**src/rtl/stream_mux_rr.sv**
```systemverilog
// N-channel valid/ready stream multiplexer with a registered output stage.
// Fixed-select or round-robin arbitration; a packet holds its grant until its last beat.
module stream_mux_rr #(
  parameter int unsigned WIDTH = 4,
  parameter int unsigned NCH   = 8,
  parameter int unsigned SELW  = $clog2(NCH)
) (
  input  logic                 clk,
  input  logic                 rst,
  input  logic                 mode,
  input  logic [SELW-1:0]      sel,
  input  logic [NCH*WIDTH-1:0] in_data,
  input  logic [NCH-1:0]       in_valid,
  input  logic [NCH-1:0]       in_last,
  output logic [NCH-1:0]       in_ready,
  output logic [WIDTH-1:0]     out_data,
  output logic                 out_last,
  output logic [SELW-1:0]      out_ch,
  output logic                 out_valid,
  input  logic                 out_ready
);

  typedef enum logic {StIdle, StLocked} state_e;

  state_e           state_q, state_d;
  logic [SELW-1:0]  gnt_q, gnt_d;
  logic             gnt_rr_q, gnt_rr_d;
  logic [SELW-1:0]  ptr_q, ptr_d;

  logic [WIDTH-1:0] data_q, data_d;
  logic             last_q, last_d;
  logic [SELW-1:0]  ch_q, ch_d;
  logic             valid_q, valid_d;

  logic             load;
  logic             xfer;
  logic [SELW-1:0]  cand;
  logic             cand_hit;
  logic             pick_valid;
  logic             pick_last;
  logic [WIDTH-1:0] pick_data;
  logic [NCH-1:0]   rot_valid;

  function automatic logic [SELW-1:0] next_ch(input logic [SELW-1:0] c);
    if (int'(c) + 1 >= int'(NCH)) begin
      next_ch = '0;
    end else begin
      next_ch = c + 1'b1;
    end
  endfunction

  assign load = !valid_q || out_ready;

  // in_valid rotated so that bit k is channel (ptr + k) mod NCH.
  assign rot_valid = NCH'({in_valid, in_valid} >> ptr_q);

  always_comb begin
    cand     = '0;
    cand_hit = 1'b0;
    if (state_q == StLocked) begin
      cand     = gnt_q;
      cand_hit = 1'b1;
    end else if (!mode) begin
      if (int'(sel) < int'(NCH)) begin
        cand     = sel;
        cand_hit = 1'b1;
      end
    end else begin
      for (int k = 0; k < int'(NCH); k++) begin
        if (!cand_hit && rot_valid[k]) begin
          cand     = SELW'((int'(ptr_q) + k) % int'(NCH));
          cand_hit = 1'b1;
        end
      end
    end
  end

  // Constant-index mux keeps every select in range for any NCH/SELW pairing.
  always_comb begin
    pick_valid = 1'b0;
    pick_last  = 1'b0;
    pick_data  = '0;
    for (int i = 0; i < int'(NCH); i++) begin
      if (cand == SELW'(i)) begin
        pick_valid = in_valid[i];
        pick_last  = in_last[i];
        pick_data  = in_data[i*WIDTH +: WIDTH];
      end
    end
  end

  assign xfer = cand_hit && pick_valid && load && !rst;

  always_comb begin
    in_ready = '0;
    for (int i = 0; i < int'(NCH); i++) begin
      if (xfer && cand == SELW'(i)) begin
        in_ready[i] = 1'b1;
      end
    end
  end

  always_comb begin
    state_d  = state_q;
    gnt_d    = gnt_q;
    gnt_rr_d = gnt_rr_q;
    ptr_d    = ptr_q;
    valid_d  = valid_q;
    data_d   = data_q;
    last_d   = last_q;
    ch_d     = ch_q;

    if (load) begin
      valid_d = xfer;
    end

    if (xfer) begin
      data_d = pick_data;
      last_d = pick_last;
      ch_d   = cand;
      unique case (state_q)
        StIdle: begin
          if (!pick_last) begin
            state_d  = StLocked;
            gnt_d    = cand;
            gnt_rr_d = mode;
          end else if (mode) begin
            ptr_d = next_ch(cand);
          end
        end
        StLocked: begin
          // Pointer only moves for packets that were won by round-robin.
          if (pick_last) begin
            state_d = StIdle;
            if (gnt_rr_q) begin
              ptr_d = next_ch(gnt_q);
            end
          end
        end
        default: ;
      endcase
    end
  end

  always_ff @(posedge clk or posedge rst) begin
    if (rst) begin
      state_q  <= StIdle;
      gnt_q    <= '0;
      gnt_rr_q <= 1'b0;
      ptr_q    <= '0;
      valid_q  <= 1'b0;
      data_q   <= '0;
      last_q   <= 1'b0;
      ch_q     <= '0;
    end else begin
      state_q  <= state_d;
      gnt_q    <= gnt_d;
      gnt_rr_q <= gnt_rr_d;
      ptr_q    <= ptr_d;
      valid_q  <= valid_d;
      data_q   <= data_d;
      last_q   <= last_d;
      ch_q     <= ch_d;
    end
  end

  assign out_data  = data_q;
  assign out_last  = last_q;
  assign out_ch    = ch_q;
  assign out_valid = valid_q;

endmodule

```
**config.mk**
```make
export PLATFORM = sky130hd
export DESIGN_NAME = stream_mux_rr
export DESIGN_NICKNAME = d
export VERILOG_FILES = /design/src/rtl/stream_mux_rr.sv
export SDC_FILE = /design/constraint.sdc
export NUM_CORES = 1
export LEC_CHECK = 0
export ABC_AREA = 1
export CORE_ASPECT_RATIO = 0.75
export CORE_MARGIN = 2
export CORE_UTILIZATION = 35
export CTS_BUF_LIST = sky130_fd_sc_hd__clkbuf_16
export DETAILED_ROUTE_END_ITERATION = 16
export HOLD_SLACK_MARGIN = 0.02
export SLEW_MARGIN = 15
export SYNTH_ARGS = -nofsm -noshare
export SYNTH_HDL_FRONTEND = slang
export SYNTH_SLANG_ARGS = --single-unit
```
**constraint.sdc**
```tcl
create_clock -name clk -period 4.85 [get_ports clk]
set_clock_uncertainty 0.05 [all_clocks]
set_input_delay 0.97 -clock clk [delete_from_list [all_inputs] [get_ports clk]]
set_output_delay 0.97 -clock clk [all_outputs]
set_load 0.01 [all_outputs]
```
### After elaboration in Yosys (flattened, before gate mapping)

Cells that the tools add are included.

| operators by class | value |
|---|---|
| magnitude comparators | 2 |
| add/subtract/negate cells | 11 |
| equal/unequal tests | 11 |
| shift operators | 1 |
| reductions and logical operators | 31 |
| bitwise operators | 2 |
| muxes and demuxes | 74 |

Operators by type and width:

| kind | number |
|---|---|
| 1-bit two-way mux | 49 |
| 3-bit two-way mux | 16 |
| 4-bit two-way mux | 8 |
| 1-bit logical AND | 18 |
| 16-bit by 3-bit right shift with 8-bit output | 1 |
| 3-bit adder (second input constant) | 4 |
| 3-bit equality test (second input constant) | 4 |
| 3-bit by 1-bit adder with 3-bit output (second input constant) | 3 |
| 1-bit zero test | 9 |
| 3-bit by 1-bit adder with 4-bit output (second input constant) | 2 |
| 4-bit >= comparator (second input constant) | 2 |
| 3-bit by 2-bit adder with 3-bit output (second input constant) | 2 |
| 3-bit by 2-bit equality test with 1-bit output (second input constant) | 2 |
| 3-bit one-hot mux with 2 select lines | 1 |
| 5-bit AND reduction | 1 |
| 2-bit by 1-bit != test with 1-bit output (second input constant) | 2 |
| 2-bit != test (second input constant) | 2 |
| 3-bit by 1-bit equality test with 1-bit output (second input constant) | 1 |
| 3-bit zero test | 1 |
| 3-bit AND reduction | 1 |
| 1-bit NOT | 2 |
| 1-bit logical OR | 1 |

| storage, ports and cells | value |
|---|---|
| register bits after elaboration | 17 |
| input bits | 55 |

### Longest topological paths before layout

Gate-level depths: netlist of run 1.

| logic depth | value |
|---|---|
| depth in word-level cells | 53 |
| mapped depth | 34 |

### Worst setup path after synthesis of run 1

OpenSTA, ideal clock, no wires.

| path | value |
|---|---|
| path type | input -> output |
| start point | input in_valid[7] |
| end point | output in_ready[1] |
| data arrival time | 3775 ps |
| stages on the path | 29 |
| slack | 55 ps |
| cells stage by stage | nand2_1 nand3_1 nand3_2 nand2_4 nor2_8 nand2_1 nor2_1 a221oi_1 nand3_1 a21oi_1 o211ai_1 nand2_1 nand2_1 nand2_1 inv_1 ha_1 ha_1 inv_1 nand2_1 inv_2 nand2_1 nand2_1 nand2_1 nand2_2 nand2_4 nand2_4 nand2_8 buf_6 nor3_2 |

| on the way | value |
|---|---|
| longest elaborated chain between the ends | 53 |
| elaborated cells between the ends (all ways) | 70 |
| classes of those cells | eq/ne (7); shift (1); mux (43); reduce/logical (19) |

Ends and longest elaborated chain:

| item | RTL line | RTL |
|---|---|---|
| start: declaration | 13 | `input logic [NCH-1:0] in_valid,` |
| 16-bit by 3-bit right shift with 8-bit output * | 55 | `assign rot_valid = NCH'({in_valid, in_valid} >> ptr_q);` |
| 1-bit two-way mux | 70 | `if (!cand_hit && rot_valid[k]) begin` |
| 1-bit two-way mux | 63 | `end else if (!mode) begin` |
| 1-bit two-way mux | 60 | `if (state_q == StLocked) begin` |
| 1-bit zero test | 70 |  |
| 1-bit logical AND | 70 |  |
| 1-bit two-way mux | 70 |  |
| 1-bit two-way mux | 63 |  |
| (+29 left out) | -- |  |
| 3-bit two-way mux * | 63 |  |
| 3-bit two-way mux * | 60 |  |
| net cand[1] | 37 | `logic [SELW-1:0] cand;` |
| 3-bit zero test | 84 | `if (cand == SELW'(i)) begin` |
| 1-bit two-way mux (8 in series) | 84 |  |
| 1-bit logical AND (3 in series) | 92 | `assign xfer = cand_hit && pick_valid && load && !rst;` |
| 1-bit logical AND * | 97 | `if (xfer && cand == SELW'(i)) begin` |
| 1-bit two-way mux * | 97 |  |
| end: declaration | 15 | `output logic [NCH-1:0] in_ready,` |

Mark *: on every way through the listed nets, which the timed path passes. The rest lies on a longest branch. The select of a mux whose other input is x is not followed.

### Worst setup path after layout of run 1

| path | value |
|---|---|
| start point | input in_valid[4] |
| end point | output in_ready[7] |

The elaborated chain is that of the path after synthesis.

==> impl_metrics.env, run 1 <==
export IMPL_wirelength_mm=8.69
export IMPL_yosysTopAreaCell="nand2_1"
export IMPL_vias=3012
export IMPL_syn_area_um2=2420
export IMPL_period_share_pct=102
export IMPL_cts_tree="done"
export IMPL_die_x_um=99.9
export IMPL_muxShareOfSynthArea_pct=0
export IMPL_synthArstFlopShare_pct=100
export IMPL_ctsHoldBuffers=0
export IMPL_powerDensity_nw_per_um2=839
export IMPL_avgSynthCellArea_um2=6.15
export IMPL_clk_pin_slew_ps=50
export IMPL_core_area_um2=6730
export IMPL_yosysUniqueCellTypes=45
export IMPL_yosysTopAreaCellShare_pct=19.4
export IMPL_grt_pass1_vias=2740
export IMPL_grt_max_degree=20
export IMPL_synth_top_family_by_area="simple AND/OR/NAND/NOR gates"
export IMPL_ant_nets=0
export IMPL_worstSetupPathType="in -> out"
export IMPL_slew_violations=0
export IMPL_cpLargestDelayFamily="simple AND/OR/NAND/NOR gates"
export IMPL_fmax_ghz=0.201
export IMPL_yosysSeqAreaShare_pct=17.6
export IMPL_yosys_top_cells_count="125 x nand2_1, 63 x nand3_1, 41 x inv_1, 20 x nor2_1, 17 x dfrtp_1"
export IMPL_synth_compound_area_share_pct=9.74
export IMPL_clk_path_buf_depth=2
export IMPL_syn_inst=393
export IMPL_cp_required_ps=3830
export IMPL_worstMarginPinSlew_ps=493
export IMPL_place_ws_ps=-1050
export IMPL_reg2reg_depth=28
export IMPL_area_growth_pct=77.1
export IMPL_vias_per_cell=4.86
export IMPL_synth_simple_area_share_pct=54.0
export IMPL_violations="setup timing"
export IMPL_numCtsBuffers=3
export IMPL_p_seq_share_pct=7.6
export IMPL_hold_path_cell_count=2
export IMPL_fin_ws_ps=-115
export IMPL_drv_cap=0
export IMPL_hpwlAfterDp_mm=6.27
export IMPL_synthTopCellsByArea="nand2_1 19%, dfrtp_1 18%, nand3_1 13%"
export IMPL_antenna_found_initial=0
export IMPL_dieArea_um2=7590
export IMPL_relSlewSlack_pct=67.1
export IMPL_worst_path_max_fanout=5
export IMPL_power_switching_mw=1.86
export IMPL_initial_core_util_pct=35.9
export IMPL_hold_start="out_data[3]"
export IMPL_critPathLaunch="in_valid[4]"
export IMPL_stdcell_count=620
export IMPL_synth_edf_count=0
export IMPL_grt_pass1_wl_mm=13.4
export IMPL_layout_min_cycle_time_ps=4970
export IMPL_first_pass_iters=5
export IMPL_hold_violations=0
export IMPL_yosys_warnings=0
export IMPL_placementRows=26
export IMPL_p_comb_share_pct=87.5
export IMPL_fp_dieH_um=76.0
export IMPL_drc_errors=0
export IMPL_wl_per_cell_um=14.0
export IMPL_cts_sinks=17
export IMPL_synth_most_common_cell="nand2_1"
export IMPL_status="finished, violations left"
export IMPL_grt_usage_pct=21.5
export IMPL_cpPeakStageDelay_ps=300
export IMPL_crit_path_end_kind="output pin"
export IMPL_setup_violations=8
export IMPL_leakage_nw=2.16
export IMPL_critPathBufInv=6
export IMPL_diodes=0
export IMPL_vdd_drop_max_mv=0.401
export IMPL_cp_depth=27
export IMPL_synth_seq_cells=17
export IMPL_startpoint_type="input pin"
export IMPL_p_int_mw=1.73
export IMPL_p_clk_share_pct=4.8
export IMPL_syn_num_nets=456
export IMPL_dp_cells=594
export IMPL_gr_total_overflow=0
export IMPL_reg2reg_from="ptr_q[1]"
export IMPL_gp_congestion=0.864
export IMPL_final_nets=600
export IMPL_clock_root_buffer="clkbuf_16"
export IMPL_ioPinCount=72
export IMPL_place_port_buffers=71
export IMPL_crit_path_top_delay_cell="o211ai_1"
export IMPL_synth_fa_ha_area_share_pct=4.14
export IMPL_yosys_most_used_dff="dfrtp_1"
export IMPL_rsz0062_at_grt="yes"
export IMPL_hp_class="reg -> reg"
export IMPL_arrival_ps=3950
export IMPL_ctsHtreeMaxLevel=1
export IMPL_clk_latency_ps=250
export IMPL_synth_xor_area_share_pct=1.45
export IMPL_sw_frac_of_total_pct=51.8
export IMPL_initialDrtViolationCount=128
export IMPL_layout_drive_gt1_share_pct=40.5
-- per-stage QoR --
step	total power, mW	hold slack (ps)	area (µm²)	util, %	setup TNS [ps]
2_1_floorplan	1.89	397	2420	-	0
3_3_place_gp	2.71	413	3570	53.1	-7770
3_5_place_dp	2.73	420	3570	53.1	-8240
4_1_cts	3.16	435	3850	57.2	0
5_1_grt	3.90	447	4280	63.5	-2200
6_report	3.59	431	4280	63.5	-700
-- cell families (layout without fill, tap and decap cells) --
group	count (synthesis)	after routing
xor+xnor	4	4
simple gates	260	261
buf+inv	67	209
flops	17	17
fa+ha+maj	8	8
compound gates	37	37
-- power groups by stage --
stage	combinational, mW	sequential [mW]	clock, mW
after floorplan	1.63	0.262	0
after global placement	2.44	0.267	0
after detailed placement	2.46	0.269	0
after CTS	2.72	0.269	0.177
after global routing	3.43	0.284	0.181
final	3.14	0.274	0.174
-- worst reg2reg max path, delay by kind of cell (launching register included) --
family	cells	cell delay, ps
and+or+nand+nor	15	1680
buffers and inverters	7	1160
DFF	1	370
adders and majority gates	1	160
AOI/OAI and AO/OA	5	540
-- final timing paths --
check	to	slack, ps
max	in_ready[7]	-120
min	out_data[3]	430
max reg2reg	out_data[3]	820
min reg2reg	out_data[3]	430
max in group asynchronous	ptr_q[0]	3510
min in group asynchronous	gnt_q[1]	1030
-- per-layer routing --
layer	routed length (µm)	global-route usage (%)	up-vias	share of wire (%)
met1	4440	34.8	1379	51
met2	3640	30.4	85	42
li1	-	-	1538	-
met3	511	2.12	10	5.9
met4	91	3.97	0	1.0
met5	0	0	-	0
-- final cells by class --
class	instances	area, µm²
inverters	52	204
clock inverters	1	7.51
clock buffers	3	75.1
well taps	84	105
repair buffers	153	1350
fillers	615	2460
multi-input cells	310	2110
flip-flops and latches	17	427
-- cell usage in the layout (no fill, tap or decap), types with 10 or more instances in the layout --
cell type / count
nand2_1: 105
buf_4: 73
clkdlybuf4s50_1: 55
nand3_1: 49
inv_1: 37
nand2_4: 24
nand2_2: 16
dfrtp_1: 16
buf_6: 16
nor2_1: 14
inv_2: 11
nand3_4: 10
-- registers in the layout, summed over array words and instances, names as in the netlist --
name       flops
out_data       4
gnt_q          3
out_ch         3
ptr_q          3
gnt_rr_q       1
out_last       1
out_valid      1
state_q        1
-- repair_timing --
action / in CTS / in global routing
setup endpoints to repair: 8 / 8
pin swaps: 23 / 45
gates cloned: 1 / 0
setup buffers: 10 / 11
resized for setup: 111 / 78
Note: power is estimated with default switching activity, not from simulation.
==> run 2: changes to the inputs <==
SLEW_MARGIN = 20   (was 15)
==> results of run 2 <==
No change in the layout: final DEF, timing and power equal those of run 1.
